File: src/rtl/wb_port_arbiter.sv
// wb_port_arbiter: shares the register-file write port between
// the writeback stage and a one-entry mul/div result buffer.
module wb_port_arbiter #(
  parameter int W       = 32,
  parameter int AW      = 5,
  parameter int MAXWAIT = 4
) (
  input  logic          clk,
  input  logic          rst,
  input  logic          regwriteW,
  input  logic [AW-1:0] rdW,
  input  logic [W-1:0]  resultW,
  input  logic          md_valid,
  input  logic [AW-1:0] md_rd,
  input  logic [W-1:0]  md_result,
  output logic          md_ready,
  output logic          we3,
  output logic [AW-1:0] a3,
  output logic [W-1:0]  wd3,
  output logic          stallW,
  output logic          md_pending,
  output logic [AW-1:0] md_pending_rd
);

  localparam logic [3:0] MAXW = 4'(MAXWAIT);

  logic          buf_valid;
  logic [AW-1:0] buf_rd;
  logic [W-1:0]  buf_data;
  logic [3:0]    wait_cnt;

  logic pipe_wr;
  logic buf_live;
  logic frc;
  logic accept;
  logic drain;
  logic bump;

  assign pipe_wr  = regwriteW && (rdW != '0);
  assign buf_live = buf_valid && (buf_rd != '0);
  assign frc      = buf_live && (wait_cnt >= MAXW);

  // Accept and drain never coincide: accept needs an empty buffer.
  assign md_ready = !buf_valid;
  assign accept   = md_valid && md_ready;

  // A buffered x0 result is dropped on its first cycle.
  assign drain = buf_valid &&
                 ((buf_rd == '0) || frc || !pipe_wr);
  assign bump  = buf_live && pipe_wr && !frc;

  assign md_pending    = buf_valid;
  assign md_pending_rd = buf_rd;

  // Grant the write port: aged buffer, then pipeline, then buffer.
  always_comb begin
    we3    = 1'b0;
    a3     = '0;
    wd3    = '0;
    stallW = 1'b0;
    if (rst) begin
      we3    = 1'b0;
    end else if (frc) begin
      we3    = 1'b1;
      a3     = buf_rd;
      wd3    = buf_data;
      stallW = pipe_wr;
    end else if (pipe_wr) begin
      we3    = 1'b1;
      a3     = rdW;
      wd3    = resultW;
    end else if (buf_live) begin
      we3    = 1'b1;
      a3     = buf_rd;
      wd3    = buf_data;
    end
  end

  // Buffer fill, drain and blocked-cycle ageing.
  always_ff @(posedge clk or posedge rst) begin
    if (rst) begin
      buf_valid <= 1'b0;
      buf_rd    <= '0;
      buf_data  <= '0;
      wait_cnt  <= '0;
    end else if (accept) begin
      buf_valid <= 1'b1;
      buf_rd    <= md_rd;
      buf_data  <= md_result;
      wait_cnt  <= '0;
    end else if (drain) begin
      buf_valid <= 1'b0;
      wait_cnt  <= '0;
    end else if (bump) begin
      if (wait_cnt != 4'hF)
        wait_cnt <= wait_cnt + 4'd1;
    end
  end

endmodule
File: config.mk
export PLATFORM = sky130hd
export DESIGN_NAME = wb_port_arbiter
export DESIGN_NICKNAME = d
export VERILOG_FILES = /design/src/rtl/wb_port_arbiter.sv
export SDC_FILE = /design/constraint.sdc
export NUM_CORES = 1
export LEC_CHECK = 0
export BUFFER_PORTS_ARGS = -buffer_cell sky130_fd_sc_hd__buf_2
export CAP_MARGIN = 10
export CORE_ASPECT_RATIO = 1.1
export CORE_UTILIZATION = 37
export CTS_CLUSTER_DIAMETER = 40
export DETAILED_ROUTE_END_ITERATION = 12
export GPL_TIMING_DRIVEN = 0
export PLACE_DENSITY = 0.7
export SYNTH_ARGS = -nofsm -noshare
export SYNTH_HDL_FRONTEND = slang
export SYNTH_SLANG_ARGS = --single-unit
File: constraint.sdc
create_clock -name clk -period 3.45 [get_ports clk]
set_input_delay 0.69 -clock clk [delete_from_list [all_inputs] [get_ports clk]]
set_output_delay 0.69 -clock clk [all_outputs]
set_load 0.01 [all_outputs]
# [Word level (Yosys, flattened, before mapping)]
# Cells that the tools add are included.
[op_classes] magnitude_cmp=1 n_eq_ne=1 multipliers=0 n_mux=20 addsub=1 n_bitwise=0 n_div=0 n_shift=0 reduce_logical=19
[ops] operator="$mux W32" count=4
[ops] operator="$mux W5" count=4
[ops] operator="$mux W4" count=4
[ops] operator="$reduce_bool A5 Y1" count=2
[ops] operator="$mux W1" count=8
[ops] operator="$logic_and A1 B1 Y1" count=7
[ops] operator="$reduce_bool A3 Y1" count=2
[ops] operator="$logic_not A5 Y1" count=1
[ops] operator="$add A4 B1 Y4 const B" count=1
[ops] operator="$ge A4 B3 Y1 const B" count=1
[ops] operator="$ne A4 B4 Y1 const B" count=1
[ops] operator="$logic_not A1 Y1" count=3
[ops] operator="$logic_or A1 B1 Y1" count=2
[ops] operator="$reduce_and A2 Y1" count=1
[ops] operator="$reduce_bool A2 Y1" count=1
[totals] in_bits=78 out_inout_bits=46 ff_bits=42 latchBits=0 memories=0 mem_bits_rw=0 rom_bits=0 word_cells=46

# [Depth between registers and ports, before layout]
# Gate-level depths: netlist of the first run.
[depth] word_depth=8 ltp_mapped=5 ltp_nobuf=4

# [Worst setup path before layout of the first run]
# Ideal clock, no wire load.
[synth_path] path_kind="in2out" start="in rst" end="out wd3[19]" required_time_ns=2.760 arrival_ns=2.496 stages=5 path_buffers=1 setup_slack_ns=0.264 cell_sequence="inv_1 nand2_1 nor3b_2 buf_6 a22o_1"
[synth_via] elab_chain_cells=1
[synth_rtl] element="start, declared" line_no="9" rtl="input logic rst,"
[synth_rtl] element="$mux W32" line_no="61" rtl="if (rst) begin"
[synth_rtl] element="end, declared" line_no="19" rtl="output logic [W-1:0] wd3,"
# Every way passes these cells.

# [Worst setup path in the final report of the first run]
[layout_path] start="in rst" end="out wd3[23]"
# Same word-level chain as after synthesis.

==> results of run 1 <==
==> logic make-up after synthesis <==
group | share of synthesized area
buffers and inverters | 0.0379
muxes | 0.197
DFF | 0.498
and+or+nand+nor | 0.0599
AOI/OAI and AO/OA | 0.201
adders and majority gates | 0.00593
==> registers in the layout, summed over array words and instances, names as in the netlist <==
name and flops:
buf_data 32, md_pending 1, wait_cnt 4, md_pending_rd 5
==> synth_stat cells, drive strengths merged <==
library cell	number	area, sq um
nand2	4	15.0
nand3	1	5.00
a21oi	1	5.00
a22o	38	363
nor2	6	22.5
mux2	37	417
a32o	1	10.0
nor3b	2	20.0
ha	1	12.5
and3	1	7.51
and2	2	13.8
nor2b	1	6.26
o21ai	2	10.0
nand2b	1	6.26
a2bb2oi	1	8.76
a2111oi	1	27.5
inv	3	11.3
buf	10	68.8
dfrtp	42	1050
nor3	3	30.0
==> area by class of cell <==
class / instances / share of cell area
Sequential cell: 42 / 0.357
Multi-Input combinational cell: 103 / 0.332
Timing Repair Buffer: 124 / 0.216
Tap cell: 75 / 0.0318
Clock buffer: 7 / 0.0259
Buffer: 10 / 0.0234
Clock inverter: 1 / 0.0102
Inverter: 3 / 0.00382
==> worst min-delay path: stages <==
cell and delay, ns:
buf_2 0.11, inv_2 0.06, buf_12 0.23
==> power groups by stage <==
stage                     combinational [mW]  sequential [mW]  clock (mW)
after global routing                   0.435            0.703       0.410
after global placement                 0.391            0.690           0
after detailed placement               0.400            0.697           0
after floorplan                        0.256            0.681           0
after CTS                              0.401            0.687       0.388
final                                  0.395            0.686       0.373
==> metal layers <==
layer,vias up,share of wire,track usage
met2,81,0.47,0.274
met3,9,0.072,0.0422
met4,0,0.016,0.0596
met5,-,0,0
met1,812,0.44,0.203
li1,859,-,-
==> stage by stage <==
stage	hold WS (ns)	utilization	cells
after floorplan	0.464	-	158
after global placement	0.490	0.519	356
after detailed placement	0.497	0.523	357
after CTS	0.432	0.543	365
after global routing	0.456	0.543	365
final	0.435	0.543	365
==> cells in the final DEF, fill, tap and decap left out, drive strengths merged <==
| master | instances |
|---|---|
| a2111oi | 1 |
| a21oi | 1 |
| a22o | 38 |
| a2bb2oi | 1 |
| a32o | 1 |
| and2 | 2 |
| and3 | 1 |
| buf | 134 |
| bufinv | 1 |
| clkbuf | 7 |
| dfrtp | 42 |
| ha | 1 |
| inv | 3 |
| mux2 | 37 |
| nand2 | 4 |
| nand2b | 1 |
| nand3 | 1 |
| nor2 | 6 |
| nor2b | 1 |
| nor3 | 3 |
| nor3b | 2 |
| o21ai | 2 |
==> worst max path at each step <==
stage / start / to / slack [ns]
global placement: rst / wd3[23] / -0.56
global route: rst / wd3[3] / 0.37
floorplan: rst / wd3[19] / 0.26
CTS: rst / wd3[23] / 0.52
detailed placement: rst / wd3[23] / 0.52
finish: rst / wd3[23] / 0.57
==> metrics.md, run 1 <==
| Metric | Value |
|---|---|
| Critical Path RT | roughly 2.8 ns |
| Placer Congestion | 0.762 |
| Final Hold Fails | 0 |
| Reg2reg start | md_pending$_DFFE_PP0P_ |
| Vias per cell | between 4 and 5 |
| Internal Pwr Total | ~1.1 mW |
| Setup_tns | 0 ns |
| CP Class | in -> out |
| CTS resizes | 0 |
| Crit-path max cell delay | 0.36 ns |
| Initial antenna violation count | 0 |
| Total global routing overflow | 0 |
| Clock skew | ~0.0046 ns |
| Syn Std Cell Area | around 2100 sq um |
| Worst-path clk slew | ~0.070 ns |
| Routed Antenna Nets | 0 |
| DR vias | 1761 |
| Placement row count | 28 |
| Place WS | 0.524 ns |
| Vias in the first global route | 1565 |
| Worst path arrival time | 2.19 ns |
| CTS Buffer Depth | 2 |
| Drt first pass iters | 4 |
| TritonCTS buffer count | 5 |
| Yosys warnings | 0 |
| Filler cells | ~480 |
| Finished layout cell area | approximately 2900 sq um |
| Unrepaired setup endpoints after global routing | false |
| WP buf/inv | 5 |
| Die X | 74.0 microns |
| Final setup margin | ~0.57 ns |
| TritonCTS clock tree | yes |
| Top delay family on crit path | buffers and inverters |
| Slowest CP cell | nor3_2 |
| Wire per inst | 13.3 microns |
| Final WL | 4850 microns |
| Placed Instance Area | ~2800 sq um |
| Sequential Power Share | 0.472 |
| Starting density of the core | 0.389 |
| Number of buffers added on ports | 123 |
| Worst R2R End | buf_data[14]$_DFFE_PP0P_ |
| Layout cells sized above 1 | 0.721 |
| Pleak | 1.53 nW |
| Critical path, cell by cell | buf_2, inv_2, buf_12, nand2_1, nor3_2, buf_2, a22o_2, buf_2 |
| Least-Margin Pin Slew | around 0.44 ns |
| Worst R2R Path Depth | 4 |
| Worst hold path class | in -> async |
| Postcts setup bufs | 0 |
| Dpl hpwl | 3690 microns |
| Quantity of hold-fixing buffers added after cts | 0 |
| Post-synthesis sequential area ratio | 0.498 |
| Fmax achieved | 348 MHz |
| First-pass GRT wire length | 7290 microns |
| Rel. slew slack | 0.705 |
| Die H | approximately 81 microns |
| Initial DRC count | 40 |
| CTS Sinks | 42 |
| Register Area | 1050 sq um |
| Clk_lat worst skew | about 0.29 ns |
| Avg Cell Area, Syn | 13.4 sq um |
| H-Tree Depth | 2 |
| Synthesis-to-layout area growth | 39.6% |
| N_diodes | 0 |
| CP most frequent cell | buf_2 |
| PwrDens | slightly below 500 nW/um^2 |
| Die Area | 6010 sq um |
| Final Critical Period | 2.88 ns |
| Seq cells post-synth | 42 |
| Critical path peak fanout | 44 |
| Root buf cell | clkbuf_8 |
| CP Depth | 8 |
| I/O pins | 124 |
| Logic pwr share | 0.271 |
| Count of cell types in the netlist | 24 |
| Max_cap viols | 0 |
| Clock power frac | 0.257 |
| Switching share of power | 0.274 |
| Crit. End Element | output port |
| Max Slew Vio Count | 0 |
| Core Footprint | between 5000 and 6000 sq um |
| Peak VDD IR | ~0.00029 V |
| Final #Nets | about 370 |
| Post-Syn Instances | 158 |
| CP Launch Type | input port |
| Status | completed |
| # DRC | 0 |
| Largest net degree at the start of global routing | 45 |
| Switching pwr | ~0.40 mW |
| R2R setup slack | between 1.5 and 2 ns |
| Setup-failing EPs final | 0 |
| Power after layout | 1.45 mW |
| Tot GR Track Use | 0.164 |
| Tcrit/Tclk final | 0.834 |
| Area of the multi-input gates | 980 sq um |
| Syn_nets | ~240 |
No activity file was read; power rests on OpenSTA's default activity.
==> run 2, diff against run 1 <==
--- a/config.mk
+++ b/config.mk
@@ -12,7 +12,7 @@
 export CTS_CLUSTER_DIAMETER = 40
 export DETAILED_ROUTE_END_ITERATION = 12
 export GPL_TIMING_DRIVEN = 0
-export PLACE_DENSITY = 0.7
+export PLACE_DENSITY = 0.72
 export SYNTH_ARGS = -nofsm -noshare
 export SYNTH_HDL_FRONTEND = slang
 export SYNTH_SLANG_ARGS = --single-unit
==> constraint.sdc (replaced) <==
create_clock -name clk -period 2.3 [get_ports clk]
set_input_delay 0.46 -clock clk [delete_from_list [all_inputs] [get_ports clk]]
set_output_delay 0.46 -clock clk [all_outputs]
set_load 0.01 [all_outputs]
==> metrics.md, run 2 (synthesis results as in run 1) <==
| Metric | Value |
|---|---|
| Largest net degree at the start of global routing | 23 (-49%) |
| Clock skew | 0.00948 ns (+0.00490 ns) |
| Placement row count | 28 (unchanged) |
| Root buf cell | clkbuf_8 |
| Largest Register | buf_data |
| Dpl hpwl | 3810 microns (+3.3%) |
| Crit. End Element | output port |
| Synthesis-to-layout area growth | 53.8% |
| CTS Buffer Depth | 2 (unchanged) |
| Most frequent cells in the layout | buf_2 (104), dfrtp_1 (41), mux2_2 (37), buf_6 (30), a22o_2 (23) |
| Status | completed |
| Switching share of power | 0.303 (+0.0287) |
| Worst hold path class | in -> async |
| CP Class | reg -> out |
| Total global routing overflow | 0 (unchanged) |
| Die H | 81.2 microns (unchanged) |
| Number of buffers added on ports | 123 (unchanged) |
| Placer Congestion | 0.760 (-0.28%) |
| Routed Antenna Nets | 0 (unchanged) |
| Clock power frac | 0.223 (-0.034) |
| Setup_tns | 0 ns (unchanged) |
| Core Footprint | 5430 sq um (unchanged) |
| Internal Pwr Total | 1.56 mW (+47%) |
| R2R setup slack | 0.53 ns (-1.12 ns) |
| Clk_lat worst skew | 0.30 ns (about the same) |
| Critical path peak fanout | 10 (-77%) |
| Final non-filler cell total | 380 (+4.1%) |
| N_diodes | 0 (unchanged) |
| Pleak | 1.61 nW (+5.5%) |
| TritonCTS clock tree | yes |
| Final #Nets | 383 (+4.1%) |
| Setup-failing EPs final | 0 (unchanged) |
| Fmax achieved | 435 MHz |
| Unrepaired setup endpoints after global routing | true |
| Least-Margin Pin Slew | 1.03 ns (+0.592 ns) |
| PwrDens | 688 nW/um^2 (+39%) |
| Tcrit/Tclk final | 0.999 |
| Sequential Power Share | 0.461 (-0.011) |
| Max reg flops | 32 (unchanged) |
| Final Critical Period | around 2.3 ns |
| DR vias | 1858 (+5.5%) |
| Quantity of hold-fixing buffers added after cts | 0 (unchanged) |
| Final Hold Fails | 0 (unchanged) |
| Placed Instance Area | 2830 sq um (-0.40%) |
| Worst R2R Path Depth | 4 (unchanged) |
| Starting density of the core | 0.389 (unchanged) |
| I/O pins | 124 (unchanged) |
| Vias in the first global route | 1657 (+5.9%) |
| Final WL | 5450 microns (+12%) |
| Rel. slew slack | 0.308 (-0.397) |
| First-pass GRT wire length | 7930 microns (+8.8%) |
| Worst path arrival time | 1.84 ns (-0.35 ns) |
| CTS Sinks | 42 (unchanged) |
| Peak VDD IR | 0.000379 V (+30%) |
| CP Launch Type | flip-flop |
| Placed cells | 356 (-0.28%) |
| Initial antenna violation count | 0 (unchanged) |
| Drt first pass iters | 4 (unchanged) |
| Die Area | 6010 sq um (unchanged) |
| Vias per cell | 4.89 (+1.3%) |
| Commonest non-fill, non-tap cell in the layout | buf_2 |
| Worst-path clk slew | 0.09 ns (+0.02 ns) |
| Max_cap viols | 0 (unchanged) |
| Logic pwr share | 0.315 (+0.044) |
| Critical Path RT | 1.84 ns (-0.92 ns) |
| Post-Route M1 WL | 2240 microns (+4.9%) |
| Die X | 74.0 microns (unchanged) |
| Initial DRC count | 80 (+100%) |
| Switching pwr | 0.676 mW (+69%) |
| Met2 wire len | 2700 microns (+18%) |
| # DRC | 0 (unchanged) |
| Met3 WL | 374 microns (+6.6%) |
| Finished layout cell area | 3250 sq um (+10%) |
| H-Tree Depth | 2 (unchanged) |
| Layout cells sized above 1 | 0.757 (+0.0367) |
| Max Slew Vio Count | 0 (unchanged) |
| Top layer in use | met4 |
| Wire per inst | 14.3 microns (+7.9%) |
| Tot GR Track Use | 0.181 (+0.0169) |
| TritonCTS buffer count | 5 (unchanged) |
-- run 2: cell count changes in the layout (fill, tap and decap cells not counted), moves of 3 or more --
| cell | change |
|---|---|
| nand2_1 | -3 |
| buf_2 | -26 |
| buf_6 | +27 |
| buf_4 | +12 |
| nand2_2 | +3 |
-- run 2: power by group through the flow --
stage / clock, mW / sequential [mW] / combinational [mW]
after floorplan: 0 / 1.02 / 0.386
after global placement: 0 / 1.04 / 0.586
after detailed placement: 0 / 1.04 / 0.603
after CTS: 0.516 / 1.02 / 0.685
after global routing: 0.556 / 1.05 / 0.763
final: 0.498 / 1.03 / 0.704
-- run 2: layout make-up --
type | instances | area (sq um)
flip-flops and latches | 42 | 1050
clock inverters | 3 | 25.0
fillers | 465 | 2180
multi-input cells | 103 | 1020
inverters | 3 | 15.0
repair inverters | 2 | 10.0
repair buffers | 137 | 876
plain buffers | 10 | 87.6
clock buffers | 5 | 68.8
well taps | 75 | 93.8
-- run 2: metrics by stage --
step / setup WS [ns] / hold WS, ns / power (mW) / utilization
3_5_place_dp: -0.624 / 0.496 / 1.65 / 0.521
5_1_grt: -0.0877 / 0.237 / 2.37 / 0.598
3_3_place_gp: -0.614 / 0.488 / 1.62 / 0.521
6_report: 0.00128 / 0.244 / 2.23 / 0.598
2_1_floorplan: 0.00164 / 0.464 / 1.41 / -
4_1_cts: -0.0302 / 0.146 / 2.22 / 0.580
-- run 2: path summary, 6_finish.rpt --
| path | endpoint | startpoint |
|---|---|---|
| setup / recovery | wd3[2] | wait_cnt[3]$_DFFE_PP0P_ |
| hold / removal | wait_cnt[2]$_DFFE_PP0P_ | rst |
| setup reg to reg | buf_data[4]$_DFFE_PP0P_ | md_pending$_DFFE_PP0P_ |
| hold reg to reg | buf_data[30]$_DFFE_PP0P_ | buf_data[30]$_DFFE_PP0P_ |
| max in group asynchronous | buf_data[18]$_DFFE_PP0P_ | rst |
| min in group clk | buf_data[11]$_DFFE_PP0P_ | md_result[11] |
-- run 2: what timing repair did --
action / CTS / global route
pin swaps: 4 / 3
gates cloned: 3 / 0
setup endpoints to repair: 38 / 37
resized for setup: 30 / 10
setup buffers: 9 / 4
-- run 2: layer usage --
metal,track usage,vias up
met2,0.301,85
met3,0.0385,10
li1,-,897
met1,0.222,866
met4,0.0827,0
met5,0,-
-- run 2: critical path: stages (launching register included) --
cell and delay (ns):
dfrtp_1 0.43, a2111oi_4 0.44, nor3b_4 0.12, buf_6 0.17, a22o_2 0.26, buf_6 0.12
